--- src/rtl/pipe_ctrl_pkg.sv ---
// Shared types and helpers for the pipeline stall/flush/forward controller.
package pipe_ctrl_pkg;

    typedef enum logic [1:0] {
        RUN    = 2'd0,
        DRAIN  = 2'd1,
        HALTED = 2'd2
    } ctrl_state_e;

    // Operand mux select value meaning "take the register file output".
    localparam int FWD_SEL_RF = 0;

    // Select width for a mux over the register file plus n forwarding sources.
    function automatic int fwd_sel_w(input int n);
        return (n < 1) ? 1 : $clog2(n + 1);
    endfunction

endpackage

--- src/rtl/fwd_select.sv ---
// Priority comparator choosing the youngest later-stage source that writes the
// register read by one EX operand; x0 is never forwarded.
module fwd_select
    import pipe_ctrl_pkg::*;
#(
    parameter int RF_ADDRESS = 5,
    parameter int FWD_SRC    = 2,
    parameter int SEL_W      = fwd_sel_w(FWD_SRC)
) (
    input  logic [RF_ADDRESS-1:0]         rs,
    input  logic [FWD_SRC*RF_ADDRESS-1:0] fwd_rd,
    input  logic [FWD_SRC-1:0]            fwd_regwrite,
    output logic [SEL_W-1:0]              sel
);

    logic [FWD_SRC-1:0] hit;

    generate
        for (genvar gi = 0; gi < FWD_SRC; gi++) begin : g_cmp
            assign hit[gi] = fwd_regwrite[gi]
                          && (fwd_rd[gi*RF_ADDRESS +: RF_ADDRESS] == rs)
                          && (rs != '0);
        end
    endgenerate

    // Scan oldest to youngest so the lowest matching index is the final winner.
    always_comb begin
        sel = SEL_W'(FWD_SEL_RF);
        for (int i = FWD_SRC - 1; i >= 0; i--) begin
            if (hit[i]) begin
                sel = SEL_W'(i + 1);
            end
        end
    end

endmodule

--- src/rtl/pipe_hazard_ctrl.sv ---
// Central stall/flush/forward controller for the 5-stage RV32 pipeline with
// memory wait handling, timeout detection, halt drain and stall statistics.
module pipe_hazard_ctrl
    import pipe_ctrl_pkg::*;
#(
    parameter int RF_ADDRESS  = 5,
    parameter int FWD_SRC     = 2,
    parameter int MEM_TIMEOUT = 64,
    parameter int CNT_W       = 16
) (
    input  logic                              clk,
    input  logic                              reset,
    input  logic [RF_ADDRESS-1:0]             id_rs1,
    input  logic [RF_ADDRESS-1:0]             id_rs2,
    input  logic                              id_use_rs1,
    input  logic                              id_use_rs2,
    input  logic [RF_ADDRESS-1:0]             ex_rs1,
    input  logic [RF_ADDRESS-1:0]             ex_rs2,
    input  logic [RF_ADDRESS-1:0]             ex_rd,
    input  logic                              ex_memread,
    input  logic                              ex_br_taken,
    input  logic                              ex_halt,
    input  logic [FWD_SRC*RF_ADDRESS-1:0]     fwd_rd,
    input  logic [FWD_SRC-1:0]                fwd_regwrite,
    input  logic                              mem_req,
    input  logic                              mem_ack,
    output logic                              pc_en,
    output logic                              if_id_en,
    output logic                              id_ex_en,
    output logic                              ex_mem_en,
    output logic                              if_id_flush,
    output logic                              id_ex_flush,
    output logic                              mem_wb_bubble,
    output logic [fwd_sel_w(FWD_SRC)-1:0]     fwd_a_sel,
    output logic [fwd_sel_w(FWD_SRC)-1:0]     fwd_b_sel,
    output logic                              halted,
    output logic                              mem_timeout_err,
    output logic [CNT_W-1:0]                  stall_cycles
);

    localparam int SEL_W   = fwd_sel_w(FWD_SRC);
    localparam int DRAIN_W = $clog2(FWD_SRC + 2);
    localparam int WAIT_W  = $clog2(MEM_TIMEOUT + 1);

    ctrl_state_e        state_reg;
    logic [DRAIN_W-1:0] drain_cnt_reg;
    logic [WAIT_W-1:0]  wait_cnt_reg;
    logic               err_reg;
    logic               halted_reg;
    logic [CNT_W-1:0]   stall_reg;

    logic mem_wait;
    logic load_use;

    fwd_select #(
        .RF_ADDRESS   (RF_ADDRESS),
        .FWD_SRC      (FWD_SRC),
        .SEL_W        (SEL_W)
    ) u_fwd_a (
        .rs           (ex_rs1),
        .fwd_rd       (fwd_rd),
        .fwd_regwrite (fwd_regwrite),
        .sel          (fwd_a_sel)
    );

    fwd_select #(
        .RF_ADDRESS   (RF_ADDRESS),
        .FWD_SRC      (FWD_SRC),
        .SEL_W        (SEL_W)
    ) u_fwd_b (
        .rs           (ex_rs2),
        .fwd_rd       (fwd_rd),
        .fwd_regwrite (fwd_regwrite),
        .sel          (fwd_b_sel)
    );

    assign mem_wait = mem_req & ~mem_ack;
    assign load_use = ex_memread && (ex_rd != '0)
                   && ((id_use_rs1 && (id_rs1 == ex_rd)) ||
                       (id_use_rs2 && (id_rs2 == ex_rd)));

    // Priority: halted, memory wait, drain, branch, load-use. The cycle a halt
    // is accepted runs normally except that a simultaneous branch is dropped.
    always_comb begin
        pc_en         = 1'b1;
        if_id_en      = 1'b1;
        id_ex_en      = 1'b1;
        ex_mem_en     = 1'b1;
        if_id_flush   = 1'b0;
        id_ex_flush   = 1'b0;
        mem_wb_bubble = 1'b0;
        if (state_reg == HALTED || mem_wait) begin
            pc_en         = 1'b0;
            if_id_en      = 1'b0;
            id_ex_en      = 1'b0;
            ex_mem_en     = 1'b0;
            mem_wb_bubble = 1'b1;
        end else if (state_reg == DRAIN) begin
            pc_en       = 1'b0;
            if_id_flush = 1'b1;
            id_ex_flush = 1'b1;
        end else if (ex_br_taken && !ex_halt) begin
            if_id_flush = 1'b1;
            id_ex_flush = 1'b1;
        end else if (load_use) begin
            pc_en       = 1'b0;
            if_id_en    = 1'b0;
            id_ex_flush = 1'b1;
        end
    end

    always_ff @(posedge clk) begin
        if (reset) begin
            state_reg     <= RUN;
            drain_cnt_reg <= '0;
            wait_cnt_reg  <= '0;
            err_reg       <= 1'b0;
            halted_reg    <= 1'b0;
            stall_reg     <= '0;
        end else begin
            case (state_reg)
                RUN: begin
                    if (ex_halt && !mem_wait) begin
                        state_reg     <= DRAIN;
                        drain_cnt_reg <= DRAIN_W'(FWD_SRC + 1);
                    end
                end
                DRAIN: begin
                    // Drain progress freezes while memory holds the back end.
                    if (!mem_wait) begin
                        if (drain_cnt_reg == DRAIN_W'(1)) begin
                            state_reg  <= HALTED;
                            halted_reg <= 1'b1;
                        end
                        drain_cnt_reg <= drain_cnt_reg - 1'b1;
                    end
                end
                default: begin
                    state_reg <= HALTED;
                end
            endcase

            if (mem_wait) begin
                if (wait_cnt_reg != WAIT_W'(MEM_TIMEOUT)) begin
                    wait_cnt_reg <= wait_cnt_reg + 1'b1;
                end
                if (wait_cnt_reg == WAIT_W'(MEM_TIMEOUT - 1)) begin
                    err_reg <= 1'b1;
                end
            end else begin
                wait_cnt_reg <= '0;
            end

            if (state_reg == RUN && !pc_en && stall_reg != {CNT_W{1'b1}}) begin
                stall_reg <= stall_reg + 1'b1;
            end
        end
    end

    assign halted          = halted_reg;
    assign mem_timeout_err = err_reg;
    assign stall_cycles    = stall_reg;

endmodule

--- config.mk ---
export PLATFORM = sky130hd
export DESIGN_NAME = pipe_hazard_ctrl
export DESIGN_NICKNAME = d
export VERILOG_FILES = /design/src/rtl/pipe_ctrl_pkg.sv /design/src/rtl/fwd_select.sv /design/src/rtl/pipe_hazard_ctrl.sv
export SDC_FILE = /design/constraint.sdc
export NUM_CORES = 1
export LEC_CHECK = 0
export BUFFER_PORTS_ARGS = -buffer_cell sky130_fd_sc_hd__buf_2
export CORE_MARGIN = 2
export CORE_UTILIZATION = 25
export CTS_CLUSTER_SIZE = 20
export DETAILED_ROUTE_END_ITERATION = 6
export GPL_ROUTABILITY_DRIVEN = 0
export PLACE_DENSITY = 0.43
export REMOVE_ABC_BUFFERS = 1
export SETUP_SLACK_MARGIN = 0.1
export SYNTH_ARGS = -nofsm -noshare
export SYNTH_HDL_FRONTEND = slang
export SYNTH_SLANG_ARGS = --single-unit
--- constraint.sdc ---
create_clock -name clk -period 2.4 [get_ports clk]
set_input_delay 0.12 -clock clk [delete_from_list [all_inputs] [get_ports clk]]
set_output_delay 0.12 -clock clk [all_outputs]
set_load 0.02 [all_outputs]
Yosys cells after proc, flatten, opt, wreduce, memory -nomap -nowiden
Index checks and enable logic that the tools add are counted.

operators by class
  add/subtract/negate cells = 3
  equality and inequality tests = 15
  multiplexer cells = 26
  bitwise gates (word level) = 3
  reductions and logical operators = 31

operators by type and width
  operator               number
  $eq 5x5->1             6
  $mux 2                 9
  $add 16x1->16 const B  1
  $logic_and 1x1->1      16
  $ne 16x16->1 const B   1
  $mux 1                 15
  $reduce_bool 5->1      3
  $reduce_and 3->1       3
  $pmux 2 s2             2
  $add 7x1->7 const B    1
  $eq 7x6->1 const B     1
  $ne 7x7->1 const B     1
  $eq 2x1->1 const B     2
  $ne 2x2->1 const B     2
  $logic_not 1->1        3
  $eq 2x2->1 const B     1
  $logic_not 2->1        1
  $logic_or 1x1->1       2
  $ne 2x1->1 const B     1
  $not 1->1              2
  $reduce_and 2->1       1
  $reduce_bool 2->1      1
  $reduce_or 2->1        1
  $sub 2x1->2 const B    1
  $and 1x1->1            1

storage, ports and cells
  bits in registers = 29
  bits of input ports = 46
  output and inout bits = 29
  logic and storage cells = 84

Depth between registers and ports, before layout
  depth after elaboration = 11
  gate-level depth with buffers = 7

By module
Synthesis repeated with hierarchy kept, for this count alone.

unflattened totals
  cells, all modules = 234
  area total of the unflattened synthesis = 1946.9 µm²

by module, submodules not included
  module            times used  cells each  area each (µm²)  seq. area each (µm²)
  pipe_hazard_ctrl  1           198         1669.1           580.6
  fwd_select        2           18          138.9            0.0

Worst setup path before layout
No wires, ideal clock.

  kind = reg2reg
  start point = register stall_reg[0] (netlist: stall_cycles[0])
  end point = register stall_reg[2] (netlist: stall_cycles[2])
  data arrival time = 1.866 ns
  required time = 2.279 ns
  setup slack = 0.413 ns
  cell stages (with the launch flop) = 7
  period minus slack after synthesis = 1.987 ns
  cell sequence = dfxtp_1 > ha_1 > nand4_2 > o21ai_2 > inv_1 > nand3_1 > mux2_2

between the ends
  longest elaborated chain between the ends = 2
  elaborated cells between the ends (all ways) = 3

ends and longest elaborated chain
  element                                                                line                     source
  start: declaration                                                     pipe_hazard_ctrl.sv:50   logic [CNT_W-1:0] stall_reg;
  start signal: assignment                                               pipe_hazard_ctrl.sv:155  stall_reg <= stall_reg + 1'b1;
  parallel branches: the longest is 2 deep, another holds $add 16x1->16  -

Parallel ways; which one is timed is not known.
A chain may end at the register's enable or synchronous reset.

Worst setup path in the final report
  start point = register stall_reg[1] (netlist: stall_cycles[1])
  end point = register stall_reg[5] (netlist: stall_cycles[5])

Same word-level chain as after synthesis.

==> metrics.md <==
| Metric | Value |
|---|---|
| Synth-to-layout area growth | 28.8% |
| Largest area contributor in the netlist | dfxtp_1 |
| Post-synth EDFFs | 0 |
| TNS Setup | 0 ns |
| Reg2reg start | stall_cycles[1]$_SDFFE_PP0P_ |
| Sequential area share after synthesis | 0.302 |
| Hold path start | ex_halt |
| Vias | 1,924 |
| Crit end category | flip-flop |
| TritonCTS Buffers | 5 |
| Slew HR | 0.592 |
| Post-synth ARST share | 0 |
| DP HPWL | 3.87 mm |
| Clk_skew | 0.00360 ns |
| Sequential fraction of design power | 0.444 |
| Final hold violations | 0 |
| Number of clock sinks | 29 |
| Syn. warnings | 0 |
| Number of H-tree levels | 2 |
| Number of flip-flops in the largest register | 16 |
| Netlist cell types | 39 |
| Post-CTS Hold Fix Bufs | 0 |
| Crit path DAT | 2.14 ns |
| Slew @ Worst Pin | 0.612 ns |
| Fmax achieved | 507 MHz |
| Grt total ovfl | 0 |
| Post-synth top cells | dfxtp_1, nor2_1, xnor2_1 |
| CTS clk-pin slew, worst paths | 0.06 ns |
| Drt wl/cell | 12.0 um |
| Most used DFF post-synth | dfxtp_1 |
| Comb power frac | 0.209 |
| Clock latency on the worst-skew pair | 0.28 ns |
| Final setup viols | 0 |
| Residual DRC count | 0 |
| P_sw | 339 uW |
| Period minus WS final | 1.97 ns |
| Number of global-route vias before repair | 1,854 |
| Full die area | 8400 um^2 |
| Io pins | 75 |
| GRT Total Usage | 0.122 |
| R2R setup slack | 0.43 ns |
| Clock Power Share | 0.347 |
| Period utilization | 0.822 |
| PortBufs | 74 |
| CP Class | reg -> reg |
| Vias/cell | 4.65 |
| R2R Path End | stall_cycles[5]$_SDFFE_PP0P_ |
| Max Slew Vio Count | 0 |
| R2R cell count | 6 |
| Crit path to | stall_cycles[5]$_SDFFE_PP0P_ |
| DRT iter0 DRCs | 74 |
| Total of max-cap violations | 0 |
| Row count | 31 |
| ANT nets after route | 0 |
| Critical Path Source | stall_cycles[1]$_SDFFE_PP0P_ |
| Initial antenna violation count | 0 |
| Worst Path Required | 2.57 ns |
| Synth Area per Inst | 8.07 um^2 |
| Post-synthesis instance area | 1920 um^2 |
| P_leak | 0.982 nW |
| Top area cells in the synthesized netlist | dfxtp_1, xnor2_1, nor2_1 |
| WL final | 4.97 mm |
| Core ar. | 7330 um^2 |
| Setup bufs post-CTS | 0 |
| First-pass GRT wire length | 8.41 mm |
| Fraction of layout cells with a size suffix above 1 | 0.292 |
| DR pass1 iterations | 4 |
| Pwr/cell area | 458 nW/um^2 |
| Hold WS | 0.198 ns |
| Switching Share | 0.299 |
| Nets | 364 |
| Crit-path max FO | 13 |
| Cells after Synth | 238 |
| Status | complete, no violations |
| Maximum vdd drop | 0.166 mV |
| RSZ-0062 raised after global routing | false |
| Root buffer cell | clkbuf_8 |
| Number of synthesized register bits | 29 |
| Area fraction of the dominant cell type after synthesis | 0.302 |
| Largest net degree at the start of global routing | 34 |
| Die X | 91.7 um |
| Worst hold path class | in -> reg |
| Diode count | 0 |
| Initial Util | 0.262 |
| Post-CTS resize count | 0 |
| Vert. Die Dim | 91.7 um |
| CTS tree | yes |
| CP startpoint kind | flip-flop |
| Internal power | 793 uW |
| Clock Path Buffers | 2 |
==> routing by layer <==
| metal | track usage | vias up | part of all wire |
|---|---|---|---|
| li1 | - | 1007 | - |
| met3 | 0.0378 | 6 | 0.067 |
| met2 | 0.190 | 58 | 0.45 |
| met5 | 0 | - | 0 |
| met1 | 0.161 | 853 | 0.47 |
| met4 | 0.0417 | 0 | 0.014 |
==> cell families (layout without fill, tap and decap cells) <==
kind of cell | after synthesis | in the layout | share of synthesized area
adders and majority gates | 4 | 4 | 0.0261
and+or+nand+nor | 110 | 110 | 0.304
AOI/OAI and AO/OA | 36 | 36 | 0.122
xor gates and xnor gates | 36 | 36 | 0.164
DFF | 29 | 29 | 0.302
muxes | 7 | 7 | 0.0410
buffers and inverters | 16 | 93 | 0.0397
==> worst max-delay path, stage by stage (launching register included) <==
cell and delay, ns:
dfxtp_1 0.47, ha_1 0.30, nand4_2 0.15, o21ai_2 0.32
buf_4 0.25, nor4_1 0.07, mux2_1 0.30
==> placed cells by master (no fill, tap or decap), types with 3 or more instances in the layout <==
master and n:
nand3_1 16, nand2b_1 3, buf_2 74, or4_1 8, nand2_1 12, o31ai_1 5, nor2b_1 9, nor3_1 8
xor2_1 7, nand4_1 8, clkbuf_8 5, xnor2_1 29, a31oi_1 3, ha_1 4, dfxtp_1 29, nor2_1 29
mux2_1 5, nor4_1 10, inv_1 8, buf_4 3, a21oi_1 16
==> worst min-delay path by stage <==
stage                     cells after the start  slack (ns)                      endpoint
after detailed placement                      2        0.47  mem_timeout_err$_SDFFE_PP0P_
final                                         3        0.20     state_reg[0]$_SDFFE_PP0P_
after global routing                          3        0.20     state_reg[0]$_SDFFE_PP0P_
after CTS                                     3        0.19     state_reg[0]$_SDFFE_PP0P_
after floorplan                               1        0.19  stall_cycles[0]$_SDFFE_PP0P_
after global placement                        2        0.45           halted$_SDFFE_PP0P_
==> metrics by stage <==
step / worst slack [ns] / instances / utilization / total power, mW / area [um^2]
2_1_floorplan: 0.208 / 230 / - / 0.646 / 1870
3_3_place_gp: 0.443 / 406 / 0.326 / 0.754 / 2390
3_5_place_dp: 0.432 / 406 / 0.326 / 0.753 / 2390
4_1_cts: 0.412 / 414 / 0.337 / 1.16 / 2470
5_1_grt: 0.277 / 414 / 0.337 / 1.20 / 2470
6_report: 0.428 / 414 / 0.337 / 1.13 / 2470
==> power by group through the flow <==
stage                     Sequential, mW  Clock (mW)  Combinational [mW]
after floorplan                    0.514           0               0.132
after global placement             0.514           0               0.240
after detailed placement           0.514           0               0.239
after CTS                          0.503       0.412               0.240
after global routing               0.505       0.427               0.265
final                              0.503       0.393               0.236
==> final cells by class <==
cell class / count / area, um^2
multi-input cells: 193 / 1260
inverters: 8 / 30.0
clock buffers: 6 / 72.6
flip-flops and latches: 29 / 581
fillers: 791 / 4860
clock inverters: 2 / 10.0
well taps: 99 / 124
repair buffers: 77 / 393
(Power assumes the default switching activity.)
